## config.mk

```make
export PLATFORM = sky130hd
export DESIGN_NAME = irrigation_zone_sched
export DESIGN_NICKNAME = d
export VERILOG_FILES = /design/src/rtl/irrigation_zone_sched.sv
export SDC_FILE = /design/constraint.sdc
export NUM_CORES = 1
export LEC_CHECK = 0
export BUFFER_PORTS_ARGS = -buffer_cell sky130_fd_sc_hd__buf_2
export CAP_MARGIN = 20
export CORE_AREA = 2 2 111 59
export DETAILED_ROUTE_END_ITERATION = 16
export DIE_AREA = 0 0 113 61
export PLACE_DENSITY = 0.9
export REMOVE_ABC_BUFFERS = 1
export SLEW_MARGIN = 15
export SYNTH_ARGS = -nofsm -noshare
export SYNTH_HDL_FRONTEND = slang
export SYNTH_SLANG_ARGS = --single-unit
```

## constraint.sdc

```tcl
create_clock -name clk -period 7 [get_ports clk]
set_input_delay 1.4 -clock clk [delete_from_list [all_inputs] [get_ports clk]]
set_output_delay 1.4 -clock clk [all_outputs]
set_load 0.005 [all_outputs]
```

## src/rtl/irrigation_zone_sched.sv

```systemverilog
// rtl/irrigation_zone_sched.sv - round-robin multi-zone irrigation scheduler with tank-level gating and latched fault state
module irrigation_zone_sched #(
    parameter int N_ZONES  = 4,
    parameter int VPZ      = 2,
    parameter int DUR_W    = 8,
    parameter int MAX_ON   = 2,
    parameter int LVL_W    = 4,
    parameter int LVL_MIN  = 3,
    parameter int LVL_CRIT = 1
) (
    input  logic                     clk,
    input  logic                     reset,
    input  logic [N_ZONES*VPZ-1:0]   req,
    input  logic [DUR_W-1:0]         dur,
    input  logic [LVL_W-1:0]         level,
    input  logic                     sensor_fault,
    input  logic                     err_clr,
    output logic [N_ZONES*VPZ-1:0]   valve,
    output logic [N_ZONES-1:0]       zone_busy,
    output logic                     err,
    output logic [1:0]               err_code
);

    localparam int PTR_W = (N_ZONES > 1) ? $clog2(N_ZONES) : 1;
    localparam int CNT_W = $clog2(N_ZONES + 1);

    typedef enum logic {G_RUN = 1'b0, G_FAULT = 1'b1} g_state_t;
    typedef enum logic {Z_IDLE = 1'b0, Z_WATER = 1'b1} z_state_t;

    g_state_t               gst_q, gst_d;
    z_state_t               zst_q  [N_ZONES];
    z_state_t               zst_d  [N_ZONES];
    logic [DUR_W-1:0]       cnt_q  [N_ZONES];
    logic [DUR_W-1:0]       cnt_d  [N_ZONES];
    logic [VPZ-1:0]         mask_q [N_ZONES];
    logic [VPZ-1:0]         mask_d [N_ZONES];
    logic [PTR_W-1:0]       rr_q, rr_d;
    logic [N_ZONES*VPZ-1:0] valve_q, valve_d;
    logic [N_ZONES-1:0]     zone_busy_q, zone_busy_d;
    logic                   err_q, err_d;
    logic [1:0]             err_code_q, err_code_d;

    logic                   lvl_crit_low, lvl_ok, fault_now, grant_ok, found;
    logic [N_ZONES-1:0]     pending;
    logic [CNT_W-1:0]       n_water;
    logic [PTR_W-1:0]       cand, gnt;

    always_comb begin
        lvl_crit_low = level < LVL_W'(LVL_CRIT);
        lvl_ok       = level >= LVL_W'(LVL_MIN);
        fault_now    = lvl_crit_low | sensor_fault;
        n_water      = '0;
        pending      = '0;
        found        = 1'b0;
        cand         = '0;
        gnt          = '0;
        gst_d        = gst_q;
        rr_d         = rr_q;
        err_code_d   = err_code_q;
        for (int z = 0; z < N_ZONES; z++) begin
            zst_d[z]   = zst_q[z];
            cnt_d[z]   = cnt_q[z];
            mask_d[z]  = mask_q[z];
            pending[z] = (zst_q[z] == Z_IDLE) && (|req[z*VPZ +: VPZ]);
            if (zst_q[z] == Z_WATER) begin
                n_water = n_water + CNT_W'(1);
            end
        end

        // Slot count uses current state, so a finishing zone still holds its slot this cycle.
        grant_ok = (gst_q == G_RUN) && !fault_now && lvl_ok && (n_water < CNT_W'(MAX_ON));
        for (int i = 0; i < N_ZONES; i++) begin
            cand = PTR_W'((int'(rr_q) + i) % N_ZONES);
            if (!found && pending[cand]) begin
                found = 1'b1;
                gnt   = cand;
            end
        end

        if (gst_q == G_RUN) begin
            for (int z = 0; z < N_ZONES; z++) begin
                if (zst_q[z] == Z_WATER) begin
                    cnt_d[z] = cnt_q[z] - DUR_W'(1);
                    if (cnt_q[z] == DUR_W'(1)) begin
                        zst_d[z]  = Z_IDLE;
                        mask_d[z] = '0;
                    end
                end
            end
            if (grant_ok && found) begin
                zst_d[gnt]  = Z_WATER;
                mask_d[gnt] = req[gnt*VPZ +: VPZ];
                cnt_d[gnt]  = (dur == '0) ? DUR_W'(1) : dur;
                rr_d        = (gnt == PTR_W'(N_ZONES - 1)) ? '0 : gnt + PTR_W'(1);
            end
            // Fault overrides everything above, including a grant in the same cycle.
            if (fault_now) begin
                gst_d      = G_FAULT;
                err_code_d = {sensor_fault, lvl_crit_low};
                for (int z = 0; z < N_ZONES; z++) begin
                    zst_d[z]  = Z_IDLE;
                    cnt_d[z]  = '0;
                    mask_d[z] = '0;
                end
            end
        end else if (err_clr && !lvl_crit_low && !sensor_fault) begin
            gst_d      = G_RUN;
            err_code_d = 2'b00;
        end

        for (int z = 0; z < N_ZONES; z++) begin
            valve_d[z*VPZ +: VPZ] = (zst_d[z] == Z_WATER) ? mask_d[z] : '0;
            zone_busy_d[z]        = (zst_d[z] == Z_WATER);
        end
        err_d = (gst_d == G_FAULT);
    end

    always_ff @(posedge clk or posedge reset) begin
        if (reset) begin
            gst_q       <= G_RUN;
            rr_q        <= '0;
            valve_q     <= '0;
            zone_busy_q <= '0;
            err_q       <= 1'b0;
            err_code_q  <= 2'b00;
            for (int z = 0; z < N_ZONES; z++) begin
                zst_q[z]  <= Z_IDLE;
                cnt_q[z]  <= '0;
                mask_q[z] <= '0;
            end
        end else begin
            gst_q       <= gst_d;
            rr_q        <= rr_d;
            valve_q     <= valve_d;
            zone_busy_q <= zone_busy_d;
            err_q       <= err_d;
            err_code_q  <= err_code_d;
            for (int z = 0; z < N_ZONES; z++) begin
                zst_q[z]  <= zst_d[z];
                cnt_q[z]  <= cnt_d[z];
                mask_q[z] <= mask_d[z];
            end
        end
    end

    assign valve     = valve_q;
    assign zone_busy = zone_busy_q;
    assign err       = err_q;
    assign err_code  = err_code_q;

endmodule
```

==> results of run 1 <==
cell usage after synthesis, types with 3 or more instances:
| cell type | number | area share, % |
|---|---|---|
| o21ai_0 | 8 | 1.1 |
| nor2_1 | 23 | 2.3 |
| nor3_1 | 7 | 0.94 |
| or3_1 | 5 | 0.84 |
| nand3_1 | 11 | 1.5 |
| nor3b_1 | 3 | 0.61 |
| clkbuf_1 | 11 | 1.1 |
| nand4_1 | 10 | 1.7 |
| a21oi_1 | 13 | 1.8 |
| o22ai_1 | 43 | 7.3 |
| o21ba_2 | 3 | 0.81 |
| and3_1 | 4 | 0.67 |
| inv_1 | 54 | 5.5 |
| a22oi_1 | 3 | 0.61 |
| nand2_1 | 35 | 3.5 |
| mux2_2 | 5 | 1.5 |
| a31oi_1 | 33 | 5.6 |
| nor4_1 | 9 | 1.5 |
| mux2i_1 | 30 | 8.1 |
| o21bai_1 | 3 | 0.61 |
| dfrtp_1 | 57 | 38 |
| buf_2 | 7 | 0.94 |
| ha_1 | 17 | 5.7 |
| o32ai_1 | 6 | 1.4 |
cell families after synthesis:
family | after synthesis
AO/OA/AOI/OAI | 121
XOR/XNOR | 1
adder cells (fa/ha/maj) | 17
buffers and inverters | 75
flip-flops | 57
multiplexers | 37
AND/OR/NAND/NOR | 118
registers in the layout, summed over array words and instances, names as in the netlist:
register and cells:
valve 8, rr_q 2, mask_q 8, zone_busy 4
err 1, cnt_q 32, err_code 2
layout make-up:
class / count / share of cell area (%)
clock inverters: 6 / 2.68
flip-flops and latches: 57 / 33.2
well taps: 77 / 2.24
repair buffers: 43 / 5.30
clock buffers: 10 / 5.56
multi-input cells: 294 / 46.3
inverters: 54 / 4.72
metal layers:
layer	track usage, %	part of all wire [%]	vias to the layer above
met5	0	0	-
met2	51.3	42	260
met1	46.0	43	1712
li1	-	-	1632
met4	11.7	2.2	0
met3	11.2	12	35
worst max path at each step:
stage / endpoint / cells after the start / start
after floorplan: cnt_q[8] / 10 / req[1]
after global placement: cnt_q[8] / 11 / req[1]
after detailed placement: cnt_q[8] / 11 / req[1]
after CTS: cnt_q[8] / 11 / req[1]
after global routing: cnt_q[8] / 11 / req[1]
final: cnt_q[8] / 11 / req[1]
through the flow:
step / instances / hold WS [ps] / util [%]
finish: 541 / 525 / 72.8
global placement: 525 / 502 / 66.8
CTS: 541 / 521 / 72.8
global route: 541 / 527 / 72.8
floorplan: 405 / 485 / -
detailed placement: 525 / 515 / 66.8
power breakdown:
part	switching [mW]	internal (mW)	total (mW)	leakage (nW)
clock	0.157	0.358	0.515	0.169
sequential	0.106	0.414	0.520	0.777
combinational	0.442	0.289	0.731	1.14
total	0.706	1.06	1.77	2.09
worst reg2reg max path, stage by stage (launching register included):
cell and delay, ps:
dfrtp_1 640, inv_1 220, ha_1 390, xor2_1 190, ha_1 210, nand4_1 100, o21ai_1 130, a22o_1 360
nand3_1 810, a31oi_1 640, o32ai_1 160
==> metrics.txt, run 1 <==
run status=finished, violations left; violations in the final reports=design-rule violations; dominant combinational cell family by area after synthesis=compound AO/OA/AOI/OAI gates; Final ANT Viol Nets=0; largest delay contributor family on the critical path=simple AND/OR/NAND/NOR gates; CP max stage delay=530 ps; post-synthesis instance area=3710 um^2; count of antenna diodes in the layout=0; cells traversed along the worst timing path=buf_2, o21ba_2, a32o_1, nor3_4, inv_1, ha_1, and3_1, and3_1, nand2_1, mux2_2, o22ai_1; sum of overflow across all layers after global routing=0; Placement Cell Area=3940 um^2; First-pass DRT Iterations=11; total DRC errors in the routed layout=2; wirelength, routed=10,700 um; setup violation total in the final timing report=0; power per unit of standard cell area=411 nW/um^2; pre-CTS setup slack=2630 ps; number of hold buffers added after CTS=0; kind of start point of the critical path=input port; Max Transition Viols Final=0; top library cells by usage in the layout, fill and taps aside=57 x dfrtp_1, 53 x inv_1, 43 x o22ai_1, 38 x buf_2, 35 x nand2_1; FFs w/ async S/R, synth=100%; compound-gate portion of the synthesized area=21.1%; fraction of the cycle the final worst path needs=58.8%; required time at the worst-slack endpoint=7240 ps; post-synthesis share of cell area spent on full adders, half adders and majority gates=5.74%; CTS Buffer Depth=2; most repeated library cell on the critical path=and3_1; # Post-CTS Setup Buffers=0; sum of negative setup slack=0 ps; number of top-level design ports=39; xor and xnor area share after synthesis=0.236%; number of nets in the finished design=500; share of synthesized area occupied by flip-flops and latches=38.5%; Setup Skew=5.79 ps; internal reg-to-reg setup slack=2980 ps; quantity of gates resized following cts=0; average via count per standard cell=6.73; synthesized instance count=426; startpoint of the most critical register-to-register path=zone_busy[0]; number of global-route vias before repair=3,403; worst ir drop on vdd=0.000254 V; initial antenna violation count=0; Worst setup EP type=flop; Final Instance Area=4300 um^2; pin count of the biggest net entering global routing=58; highest clock frequency the design can meet=243 MHz; power after layout=1.77 mW; largest fanout on the critical path=18; flip-flop cell with the highest count after synthesis=dfrtp_1; Clock Tree Root=clkbuf_16; endpoints failing hold=0; distinct cell type count after synthesis=43; share of cells above drive strength 1=16.2%; count of input and output buffers=38; Worst slew margin=29.8%; area grow syn2layout=15.9%; area taken by flip-flops and latches=1430 um^2; total of flip-flops plus latches after synthesis=57; wire per inst=19.7 um; fraction of the mapped netlist area in simple logic gates=16.1%; Tightest Pin Transition=1050 ps; multi-input logic area=1990 um^2; max_cap viols=0; number of sinks handled by clock tree synthesis=57; class of the tightest hold or removal check=reg -> reg; TritonCTS clock tree=done; Worst Hold Path EP=valve[5]; via count of the routed design=3,639; Worst-path clk slew=50 ps; wire length of the first global-routing pass=17,500 um; starting density of the core=62.8%; number of clock buffers inserted by TritonCTS=9; commonest non-fill, non-tap cell in the layout=dfrtp_1; arrival time of data at the critical path endpoint=4360 ps; reg-to-reg endpoint=valve[7]; unrepaired setup endpoints after global routing=no; number of cells traversed by the worst register-to-register path=10; synth warn=0; multiplexer share of the synthesized area=10.4%; final setup margin=2880 ps; final period demand of the worst path=4120 ps; WP buf/inv=2; clock latency at the later pin of the worst-skew pair=330 ps; cell depth of the worst min-delay path=2; Initial DRC Count=593; placer congestion estimate=0.918; num rows=20; Die X=113 um; full die area=6890 um^2; class of the most critical setup path=in -> reg; Hold Path Origin=mask_q[3]; post-synthesis area per instance=8.70 um^2; CP max stage cell=nand2_1; CORE AREA=5910 um^2; Total Routing Usage GR=33.6%; Leakage=2.09 nW; # fillers=410; Post-DP HPWL=7080 um; Post-synth EDFFs=0; vertical extent of the die=61 um; level count of the clock H-tree=3
Note: power is estimated with default switching activity, not from simulation.
==> inputs of run 2 (changes only) <==
ABC_AREA = 1   (was default)
CORE_AREA = 2 2 126 67   (was 2 2 111 59)
DIE_AREA = 0 0 128 69   (was 0 0 113 61)
PLACE_DENSITY = 0.8   (was 0.9)
clock period = 3.34 ns   (was 7 ns; I/O delays follow)
==> run 2 against run 1 <==
The run now ends clean. First-iteration DRC count fell by 42%. Sequential share of layout area fell by 2.1 points. Synthesized area rose by 9.1%. Count of clock-buffer cells in the layout fell by 1. Non-clock buffer count rose by 1. Critical endpoint is now valve[3]. Largest cell class unchanged.
==> metrics.txt, run 2 <==
pin count of the biggest net entering global routing=36 (-38%); area taken by flip-flops and latches=1430 um^2 (unchanged); sum of overflow across all layers after global routing=0 (unchanged); class of the most critical setup path=reg -> reg; Internal Power=2.01 mW (+90%); TritonCTS clock tree=done; arrival time of data at the critical path endpoint=3180 ps (-1180 ps); max FFs per register=32 (unchanged); number of clock buffers inserted by TritonCTS=9 (unchanged); sum of negative setup slack=0 ps (unchanged); Worst-path clk slew=50 ps (about the same); final period demand of the worst path=2960 ps; # Post-CTS Setup Buffers=0 (unchanged); multi-input logic area=2210 um^2 (+11%); Die X=128 um (+13%); Post-synth EDFFs=0 (unchanged); average via count per standard cell=5.61 (-17%); run status=finished clean; number of global-route vias before repair=3,616 (+6.3%); highest clock frequency the design can meet=338 MHz; flip-flop cell with the highest count after synthesis=dfrtp_1; post-layout instance count excluding filler cells=659 (+22%); switching part of the total=44.2% (+4.3 points); share of cells above drive strength 1=21.5% (+5.3 points); placer congestion estimate=0.921 (+0.38%); cell types with the largest area share after synthesis=dfrtp_1 35%, nand2_1 11%, inv_1 5.4%, ha_1 5.3%, nand3_1 4.5%; Worst setup EP type=flop; Setup Skew=3.00 ps (-2.79 ps); startpoint of the most critical register-to-register path=zone_busy[1]; internal reg-to-reg setup slack=380 ps (-2600 ps); power per unit of standard cell area=787 nW/um^2 (+91%); Initial DRC Count=341 (-42%); wire per inst=16.0 um (-19%); cell type with the highest aggregate area in the netlist=dfrtp_1; cell with the most instances after synthesis=nand2_1; wire length of the first global-routing pass=18,000 um (+2.5%); Post-DP HPWL=7760 um (+9.6%); fraction of the cycle the final worst path needs=88.6%; number of hold buffers added after CTS=0 (unchanged); count of antenna diodes in the layout=0 (unchanged); synth warn=0 (unchanged); setup violation total in the final timing report=0 (unchanged); endpoints failing hold=0 (unchanged); final setup margin=379 ps (-2500 ps); kind of start point of the critical path=flop; FFs w/ async S/R, synth=100% (unchanged); Max Transition Viols Final=0 (unchanged); full die area=8830 um^2 (+28%); total DRC errors in the routed layout=0 (-2); First-pass DRT Iterations=5 (-6); share of synthesized area occupied by flip-flops and latches=35.3% (-3.2 points); unrepaired setup endpoints after global routing=no; CTS Buffer Depth=2 (unchanged); CORE AREA=7710 um^2 (+31%); Tightest Pin Transition=668 ps (-383 ps); class of the tightest hold or removal check=in -> async; # fillers=702 (+71%); Switching Power=1.59 mW (+130%); top cell type's share of synthesized area=35.3% (-3.2 points); starting density of the core=52.4% (-10 points); number of top-level design ports=39 (unchanged); post-synthesis area per instance=7.85 um^2 (-9.8%); area grow syn2layout=13.3%; Reg power frac=26.5% (-2.9 points); quantity of gates resized following cts=0 (unchanged); required time at the worst-slack endpoint=3560 ps (-3680 ps); Worst slew margin=55.4% (+26 points); total of flip-flops plus latches after synthesis=57 (unchanged); Leakage=2.32 nW (+11%); number of cells traversed by the worst register-to-register path=13 (+3); wirelength, routed=10,600 um (-1.0%); largest fanout on the critical path=15 (-3); distinct cell type count after synthesis=41 (-4.7%); Final ANT Viol Nets=0 (unchanged); post-synthesis instance area=4040 um^2 (+9.1%); max_cap viols=0 (unchanged); initial antenna violation count=0 (unchanged); via count of the routed design=3,698 (+1.6%); number of sinks handled by clock tree synthesis=57 (unchanged); vertical extent of the die=69 um (+13%); commonest non-fill, non-tap cell in the layout=nand2_1; ranking of synthesized cells by instance count=116 x nand2_1, 58 x inv_1, 57 x dfrtp_1, 36 x nand3_1, 31 x nor2_1; register ranked first by flip-flop count=cnt_q; count of input and output buffers=38 (unchanged); top library cells by usage in the layout, fill and taps aside=116 x nand2_1, 57 x inv_1, 57 x dfrtp_1, 38 x buf_2, 36 x nand3_1; synthesized instance count=515 (+21%); worst ir drop on vdd=0.000591 V (+130%); number of nets in the finished design=595 (+19%); num rows=23 (+15%); reg-to-reg endpoint=valve[3]; clock latency at the later pin of the worst-skew pair=330 ps (about the same); level count of the clock H-tree=3 (unchanged); combinational share of power=46.8% (+5.4 points); number of cells after detailed placement=643 (+22%); pre-CTS setup slack=471 ps (-2160 ps); share of total power in the clock network=26.7% (-2.5 points); Clock Tree Root=clkbuf_16; Total Routing Usage GR=25.8% (-7.8 points)
==> run 2: per-stage QoR <==
stage               util [%]  hold WS, ps  area, um^2  total power, mW
floorplan                  -          468        3910             2.19
global placement        55.4          487        4270             2.56
detailed placement      55.4          490        4270             2.61
CTS                     59.4          375        4580             3.59
global route            59.4          394        4580             3.84
finish                  59.4          359        4580             3.60
==> run 2: worst max-delay path by stage <==
stage | start | to | slack [ps] | cells past startpoint
after floorplan | err | valve[0] | 770 | 5
after global placement | zone_busy[1] | valve[3] | 540 | 13
after detailed placement | zone_busy[1] | valve[3] | 470 | 13
after CTS | zone_busy[1] | valve[3] | 450 | 13
after global routing | zone_busy[1] | valve[3] | 210 | 13
final | zone_busy[1] | valve[3] | 380 | 13
==> run 2: final cells by class <==
type,count,share of cell area [%]
clock buffer,9,4.92
clock inverter,7,1.86
inverter,69,5.93
multi-input combinational,373,48.3
sequential,57,31.1
tap,100,2.73
timing repair buffer,44,5.13
==> run 2: per-layer routing <==
metal  track usage [%]  routed length (um)
met3              8.39                1120
met4              8.55                 218
met5                 0                   0
met1              37.4                4810
met2              36.2                4420
==> run 2: power groups by stage <==
stage	logic (mW)	clock network (mW)	registers, mW
after floorplan	1.26	0	0.932
after global placement	1.60	0	0.958
after detailed placement	1.64	0	0.961
after CTS	1.66	0.974	0.952
after global routing	1.87	1.00	0.974
final	1.69	0.962	0.954
==> run 2: cells by family after synthesis <==
logic type	Yosys count	share of synthesized area [%]
compound gates	111	18.2
flops	57	35.3
fa+ha+maj	17	5.26
simple gates	228	27.6
xor+xnor	17	3.68
buf+inv	85	9.99
==> run 2: worst max-delay path, stage by stage (launching register included) <==
cell and delay [ps]:
dfrtp_1 560, inv_2 170, ha_1 330, xor2_1 170, ha_1 300, nand2_1 70
nand3_1 130, a211oi_4 270, nand2_4 140, inv_8 150, nand2_8 110, a21oi_1 150
nand2_1 80, a21oi_1 220
